[src/rtl/rst_seq_pkg.sv]
// Shared types and defaults for the reset sequencer slice.
package rst_seq_pkg;

    typedef enum logic [1:0] {
        HOLD,
        WAIT_RDY,
        GAP,
        DONE
    } state_t;

    localparam int DEF_NUM_OUT     = 4;
    localparam int DEF_SYNC_STAGES = 2;
    localparam int DEF_HOLD_CYCLES = 16;
    localparam int DEF_GAP_CYCLES  = 8;
    localparam int DEF_TIMEOUT     = 64;
    localparam int DEF_CNT_W       = 8;

    // Index width for n domains; never narrower than one bit.
    function automatic int idx_w(input int n);
        return (n > 1) ? $clog2(n) : 1;
    endfunction

endpackage

[src/rtl/rst_sync.sv]
// Async-assert / sync-deassert reset bridge: chain is set by rst and shifts in 0 per clk.
module rst_sync #(
    parameter int SYNC_STAGES = 2
) (
    input  logic clk,
    input  logic rst,
    output logic sync_rst
);

    logic [SYNC_STAGES-1:0] chain;

    always_ff @(posedge clk or posedge rst) begin
        if (rst) begin
            chain <= '1;
        end else begin
            chain <= {chain[SYNC_STAGES-2:0], 1'b0};
        end
    end

    assign sync_rst = chain[SYNC_STAGES-1];

endmodule

[src/rtl/rst_sequencer.sv]
// Releases NUM_OUT reset domains in order, waiting on each domain's ready with a timeout.
module rst_sequencer
    import rst_seq_pkg::*;
#(
    parameter int NUM_OUT     = DEF_NUM_OUT,
    parameter int SYNC_STAGES = DEF_SYNC_STAGES,
    parameter int HOLD_CYCLES = DEF_HOLD_CYCLES,
    parameter int GAP_CYCLES  = DEF_GAP_CYCLES,
    parameter int TIMEOUT     = DEF_TIMEOUT,
    parameter int CNT_W       = DEF_CNT_W
) (
    input  logic               clk,
    input  logic               rst,
    input  logic               sw_rst_req,
    input  logic [NUM_OUT-1:0] rdy_in,
    output logic [NUM_OUT-1:0] rst_out,
    output logic               busy,
    output logic               seq_done,
    output logic [NUM_OUT-1:0] err
);

    localparam int IDX_W = idx_w(NUM_OUT);

    state_t             state, state_d;
    logic [CNT_W-1:0]   cnt, cnt_d;
    logic [IDX_W-1:0]   idx, idx_d;
    logic [NUM_OUT-1:0] rst_q, rst_d;
    logic [NUM_OUT-1:0] err_q, err_d;
    logic               rst_synced;
    logic               rdy_cur;
    logic               last_idx;

    rst_sync #(
        .SYNC_STAGES(SYNC_STAGES)
    ) u_sync (
        .clk      (clk),
        .rst      (rst),
        .sync_rst (rst_synced)
    );

    always_ff @(posedge clk or posedge rst) begin
        if (rst) begin
            state <= HOLD;
            cnt   <= '0;
            idx   <= '0;
            rst_q <= '1;
            err_q <= '0;
        end else begin
            state <= state_d;
            cnt   <= cnt_d;
            idx   <= idx_d;
            rst_q <= rst_d;
            err_q <= err_d;
        end
    end

    always_comb begin
        state_d  = state;
        cnt_d    = cnt;
        idx_d    = idx;
        rst_d    = rst_q;
        err_d    = err_q;
        rdy_cur  = 1'b0;
        last_idx = (idx == IDX_W'(NUM_OUT - 1));

        for (int unsigned i = 0; i < NUM_OUT; i++) begin
            if (i == 32'(idx)) rdy_cur = rdy_in[i];
        end

        if (sw_rst_req) begin
            state_d = HOLD;
            cnt_d   = '0;
            idx_d   = '0;
            rst_d   = '1;
            err_d   = '0;
        end else begin
            case (state)
                HOLD: begin
                    if (rst_synced) begin
                        cnt_d = '0;
                    end else if (cnt == CNT_W'(HOLD_CYCLES - 1)) begin
                        rst_d[0] = 1'b0;
                        idx_d    = '0;
                        cnt_d    = '0;
                        state_d  = WAIT_RDY;
                    end else begin
                        cnt_d = cnt + CNT_W'(1);
                    end
                end
                WAIT_RDY: begin
                    // Ready takes precedence over a coincident timeout, so err only on a true miss.
                    if (rdy_cur || (cnt == CNT_W'(TIMEOUT - 1))) begin
                        if (!rdy_cur) begin
                            for (int unsigned i = 0; i < NUM_OUT; i++) begin
                                if (i == 32'(idx)) err_d[i] = 1'b1;
                            end
                        end
                        cnt_d   = '0;
                        state_d = last_idx ? DONE : GAP;
                    end else begin
                        cnt_d = cnt + CNT_W'(1);
                    end
                end
                GAP: begin
                    if (cnt == CNT_W'(GAP_CYCLES - 1)) begin
                        for (int unsigned i = 0; i < NUM_OUT; i++) begin
                            if (i == 32'(idx) + 32'd1) rst_d[i] = 1'b0;
                        end
                        idx_d   = idx + IDX_W'(1);
                        cnt_d   = '0;
                        state_d = WAIT_RDY;
                    end else begin
                        cnt_d = cnt + CNT_W'(1);
                    end
                end
                DONE: begin
                    state_d = DONE;
                end
                default: begin
                    state_d = HOLD;
                end
            endcase
        end
    end

    assign rst_out  = rst_q;
    assign err      = err_q;
    assign busy     = (state != DONE);
    assign seq_done = (state == DONE);

endmodule

[config.mk]
export PLATFORM = sky130hd
export DESIGN_NAME = rst_sequencer
export DESIGN_NICKNAME = d
export VERILOG_FILES = /design/src/rtl/rst_seq_pkg.sv /design/src/rtl/rst_sync.sv /design/src/rtl/rst_sequencer.sv
export SDC_FILE = /design/constraint.sdc
export NUM_CORES = 1
export LEC_CHECK = 0
export BUFFER_PORTS_ARGS = -buffer_cell sky130_fd_sc_hd__buf_2
export CAP_MARGIN = 20
export CORE_UTILIZATION = 38
export CTS_BUF_LIST = sky130_fd_sc_hd__clkbuf_8
export CTS_CLUSTER_SIZE = 25
export DETAILED_ROUTE_END_ITERATION = 8
export GPL_TIMING_DRIVEN = 0
export SYNTH_ARGS = -nofsm -noshare
export SYNTH_HDL_FRONTEND = slang
export SYNTH_SLANG_ARGS = --single-unit
[constraint.sdc]
create_clock -name clk -period 4.1 [get_ports clk]
set_clock_uncertainty 0.2 [all_clocks]
set_input_delay 0 -clock clk [delete_from_list [all_inputs] [get_ports clk]]
set_output_delay 0 -clock clk [all_outputs]
set_load 0.02 [all_outputs]
Word-level counts from Yosys, hierarchy flattened --
Cells that the tools add are included.
Storage, ports and cells: input bits 7, register bits after elaboration 22, output and inout bits 10, word-level logic and storage cells 102
Cells by class: muxes and demuxes 40, reduce and logical (&&, ||, !) cells 27, add/subtract/negate cells 3, equal/unequal tests 20
Operators with widths (count):
- 2-to-1 mux 8 bit | 5
- == test 1 x 32 -> 1 bit, first input constant | 1
- == test 2 x 32 -> 1 bit, first input constant | 1
- logical NOT 32 bit | 1
- 2-to-1 mux 4 bit | 6
- case mux 8 bit (3 select lines) | 1
- AND reduction 4 bit | 6
- nonzero test 2 bit | 11
- 2-to-1 mux 2 bit | 9
- 2-to-1 mux 1 bit | 15
- inequality test 3 bit, second input constant | 5
- AND reduction 3 bit | 3
- adder 8 x 1 -> 8 bit, second input constant | 1
- == test 8 x 3 -> 1 bit, second input constant | 1
- == test 8 x 4 -> 1 bit, second input constant | 1
- == test 8 x 6 -> 1 bit, second input constant | 1
- case mux 2 bit (4 select lines) | 1
- == test 2 bit, second input constant | 3
- AND reduction 5 bit | 1
- == test 2 bit, first input constant | 2
- logical NOT 2 bit | 2
- inequality test 2 bit, second input constant | 2
- case mux 2 bit (2 select lines) | 1
- nonzero test 4 bit | 1
- other kinds (9) | 9

Logic depth before layout (Yosys ltp) --
word-level depth 9, gate-level depth with buffers 9, mapped depth without buffers 7

Modules after synthesis --
From an unflattened synthesis, not the netlist that was laid out.
Unflattened totals: cell total of the unflattened synthesis 133, area total of the unflattened synthesis 1323.8 um2
Modules (own cells, without submodules):
- rst_sequencer | area an instance 1263.7 um2, times used 1, cells an instance 129, seq. area each 505.5 um2
- rst_sync | area an instance 60.1 um2, times used 1, cells an instance 4, seq. area each 52.6 um2

Worst setup path before layout --
Ideal clock, no wire load.
kind flip-flop to flip-flop, from reg state[0], to reg state[0], arrival 1.879 ns, cell stages (with the launch flop) 9, required time 3.762 ns, path slack 1.883 ns, library setup time 0.138 ns, clock period less this slack 2.217 ns, cell sequence dfrtp_1 > inv_1 > ha_1 > clkbuf_1 > or3b_1 > a211oi_2 > o22ai_1 > nor4b_2 > a211oi_1
Between the ends: cells in the longest elaborated chain, start to end 3, elaborated cells between the ends (all ways) 11, those cells by class eq/ne (7); mux (2); reduce/logical (2)
Ends and longest elaborated chain:
- start, declared | line rst_sequencer.sv:24 | state_t state, state_d;
- start signal, assigned | line rst_sequencer.sv:49 | state <= state_d;
- == test 2 bit (tied with other cells) | line rst_sequencer.sv:77 | case (state)
- inequality test 3 bit (no line) or case mux 2 bit (4 select lines) (tied branches)
- AND reduction 4 bit (no line) or 2-to-1 mux 2 bit (tied branches)
Several ways; a longest one is shown, not always the timed one. A chain may end at the register's enable or synchronous reset.

Worst setup path after layout --
Same ends and word-level chain as after synthesis.

==> run metrics <==
# Max-Cap Violations 0; share of cells above drive strength 1 23.03%; CTS sink count 22; Total Power Consumption approximately 550 µW; Setup TNS 0 ns; Synth Cell Area between 1000 and 1500 µm²; number of synthesis warnings 0; Skew-Pair Late Insertion Delay 0.26 ns; global-route wire length before repair about 4400 µm; fmax 395.4 MHz; Synth Area in Compound Gates 19.20%; Worst Hold Class input port to flop; Final WS setup 1.571 ns; RSZ-0062 raised after global routing no; Ant. Diodes 0; Final #Nets 170; period utilization 61.69%; Vias about 1.0k; Hold Path Cell Cnt 4; post-synth top area share 31.19%; asr flop ratio synth 100.0%; Congestion Overflow GR 0; Synth area leaders dfrtp_1, dfstp_2, ha_1; Static Leak 0.6407 nW; Pwr Density 365.0 nW/µm²; mux share of post-synthesis cell area 1.559%; GRT Total Usage 16.05%; Synth Area in XOR/XNOR 0.6823%; syn_nets between 100 and 150; number of global-route vias before repair 949; Bufs on Longest Clock Path 2; initial antenna violation count 0; slew margin rel. 35.76%; worst-margin pin slew 0.9548 ns; top cell type by total area after synthesis dfrtp_1; hold buffer count at CTS 2; placed insts 190; Top FF cell, synth dfrtp_1; Syn Area/Cell 9.875 µm²; Num CTS Buffers 3; Worst-path clk slew 0.08 ns; Die X around 60 µm; Multi-input gate area 665.6 µm²; Final Cell Area approximately 1500 µm²; Via density slightly above 5; CP arrival 2.46 ns; synthesized instance count 130; CP endpoint kind flop; Std-Cell Core Area 3128 µm²; 1st-pass router iterations 4; # H-tree levels 1; # rows 20; Post-DP Area 1419 µm²; Synth cell types 42; post-CTS resize count 0; crit path launch type flop; Layout Cells excl Fill 196; DIE HEIGHT 60.12 µm; Critical Path RT 4.03 ns; Worst Path Max Fanout 9; fin crit period 2.529 ns; pin count of the biggest net entering global routing 23; CTS tree done; initial core utilization about two fifths; IO Count 17; cells on worst reg2reg path 8; post-CTS setup buffer count 0; Slew Viols, Final 0; Placer Congestion 0.7569; Synth Register Bits 22; DRC errors left 0; Post-synth EDFFs 0; drt wl/cell 13.40 µm; Hold Violations, Final 0; overall routed net length between 2000 and 3000 µm; final antenna-violating net count 0; worst setup path class flop to flop; Seq. cell area approximately 560 µm²; HPWL Detailed 1929 µm; post-synthesis simple-gate area fraction 20.37%; fillcell total 290; final setup fails 0; iteration-0 DRC count of the detailed router a little under 60; Setup WS pre-CTS 1.594 ns; worst IR drop on VDD 0.2038 mV; Area Overhead vs Synth 16.37%; register area share after synthesis 43.47%; largest family of logic cells by synthesized area simple AND/OR/NAND/NOR gates; die area between 3000 and 4000 µm²; commonest cells after routing, fill and taps aside dfrtp_1, buf_2, inv_1, nor2_1; post-synthesis adder-cell area fraction roughly 9.7%; count of input and output buffers 16; status finished, final reports clean; root buffer cell clkbuf_8
-- path summary, 6_finish.rpt --
| kind | slack, ns | to | from |
|---|---|---|---|
| worst max-delay path | 1.57 | state[0] | state[0] |
| worst min-delay path | 0.07 | err[3] | rdy_in[3] |
| worst max register to register | 1.57 | state[0] | state[0] |
| worst min register to register | 0.16 | u_sync.chain[1] | u_sync.chain[0] |
| max in group asynchronous | 2.97 | cnt[7] | rst |
| min in group asynchronous | 0.23 | err[2] | rst |
-- routing by layer --
metal,up-vias,part of all wire [%],wire length (µm),track usage (%)
li1,511,-,-,-
met1,483,52,1353,22.52
met2,17,45,1176,24.33
met3,2,3.1,81,3.896
met4,0,0.61,16,4.319
met5,-,0,0,0
-- cell type report --
type                            instances  share of cell area [%]
Multi-Input combinational cell         94                   44.56
Sequential cell                        22                   37.35
Tap cell                               44                   3.685
Buffer                                  3                   1.256
Clock buffer                            4                   3.685
Inverter                               11                   2.764
Timing Repair Buffer                   18                   6.700
-- logic make-up after synthesis --
| kind of cell | after synthesis |
|---|---|
| adders and majority gates | 10 |
| buffers and inverters | 14 |
| other | 1 |
| xor gates and xnor gates | 1 |
| AOI/OAI and AO/OA | 34 |
| muxes | 2 |
| DFF | 22 |
| and+or+nand+nor | 46 |
-- power by group --
part,internal [mW],switching (mW)
Clock,0.0857,0.0714
Combinational,0.0539,0.0889
Sequential,0.233,0.0123
-- Yosys cell counts (2+ instances only) --
library cell	n
dfstp_2	6
nand3b_1	2
o211ai_1	2
a31oi_1	7
ha_1	10
a21oi_1	6
inv_1	11
nand2_1	10
mux2i_1	2
a21o_1	3
dfrtp_1	16
nand3_1	9
clkbuf_1	2
and3_1	3
nor2_1	11
o21ai_0	4
-- worst max-delay path: stages, from the launching register on --
cell and delay, ns:
dfrtp_1 0.41, inv_1 0.12, ha_1 0.21, clkbuf_1 0.21
or3b_1 0.41, a211oi_2 0.30, o22ai_1 0.19, nor4b_2 0.27
a211oi_1 0.08
-- state kept, by name, indices dropped and copies added, names as in the netlist --
| register | cells |
|---|---|
| cnt | 8 |
| err | 4 |
| idx | 2 |
| rst_out | 4 |
| state | 2 |
| u_sync.chain | 2 |
-- metrics by stage --
stage | utilization, % | hold slack, ns
after floorplan | - | -0.2152
after global placement | 45.36 | 0.0001008
after detailed placement | 45.36 | 0.01025
after CTS | 47.76 | 0.04180
after global routing | 47.76 | 0.1537
final | 47.76 | 0.07178
Power figures use the tool's default switching activity.
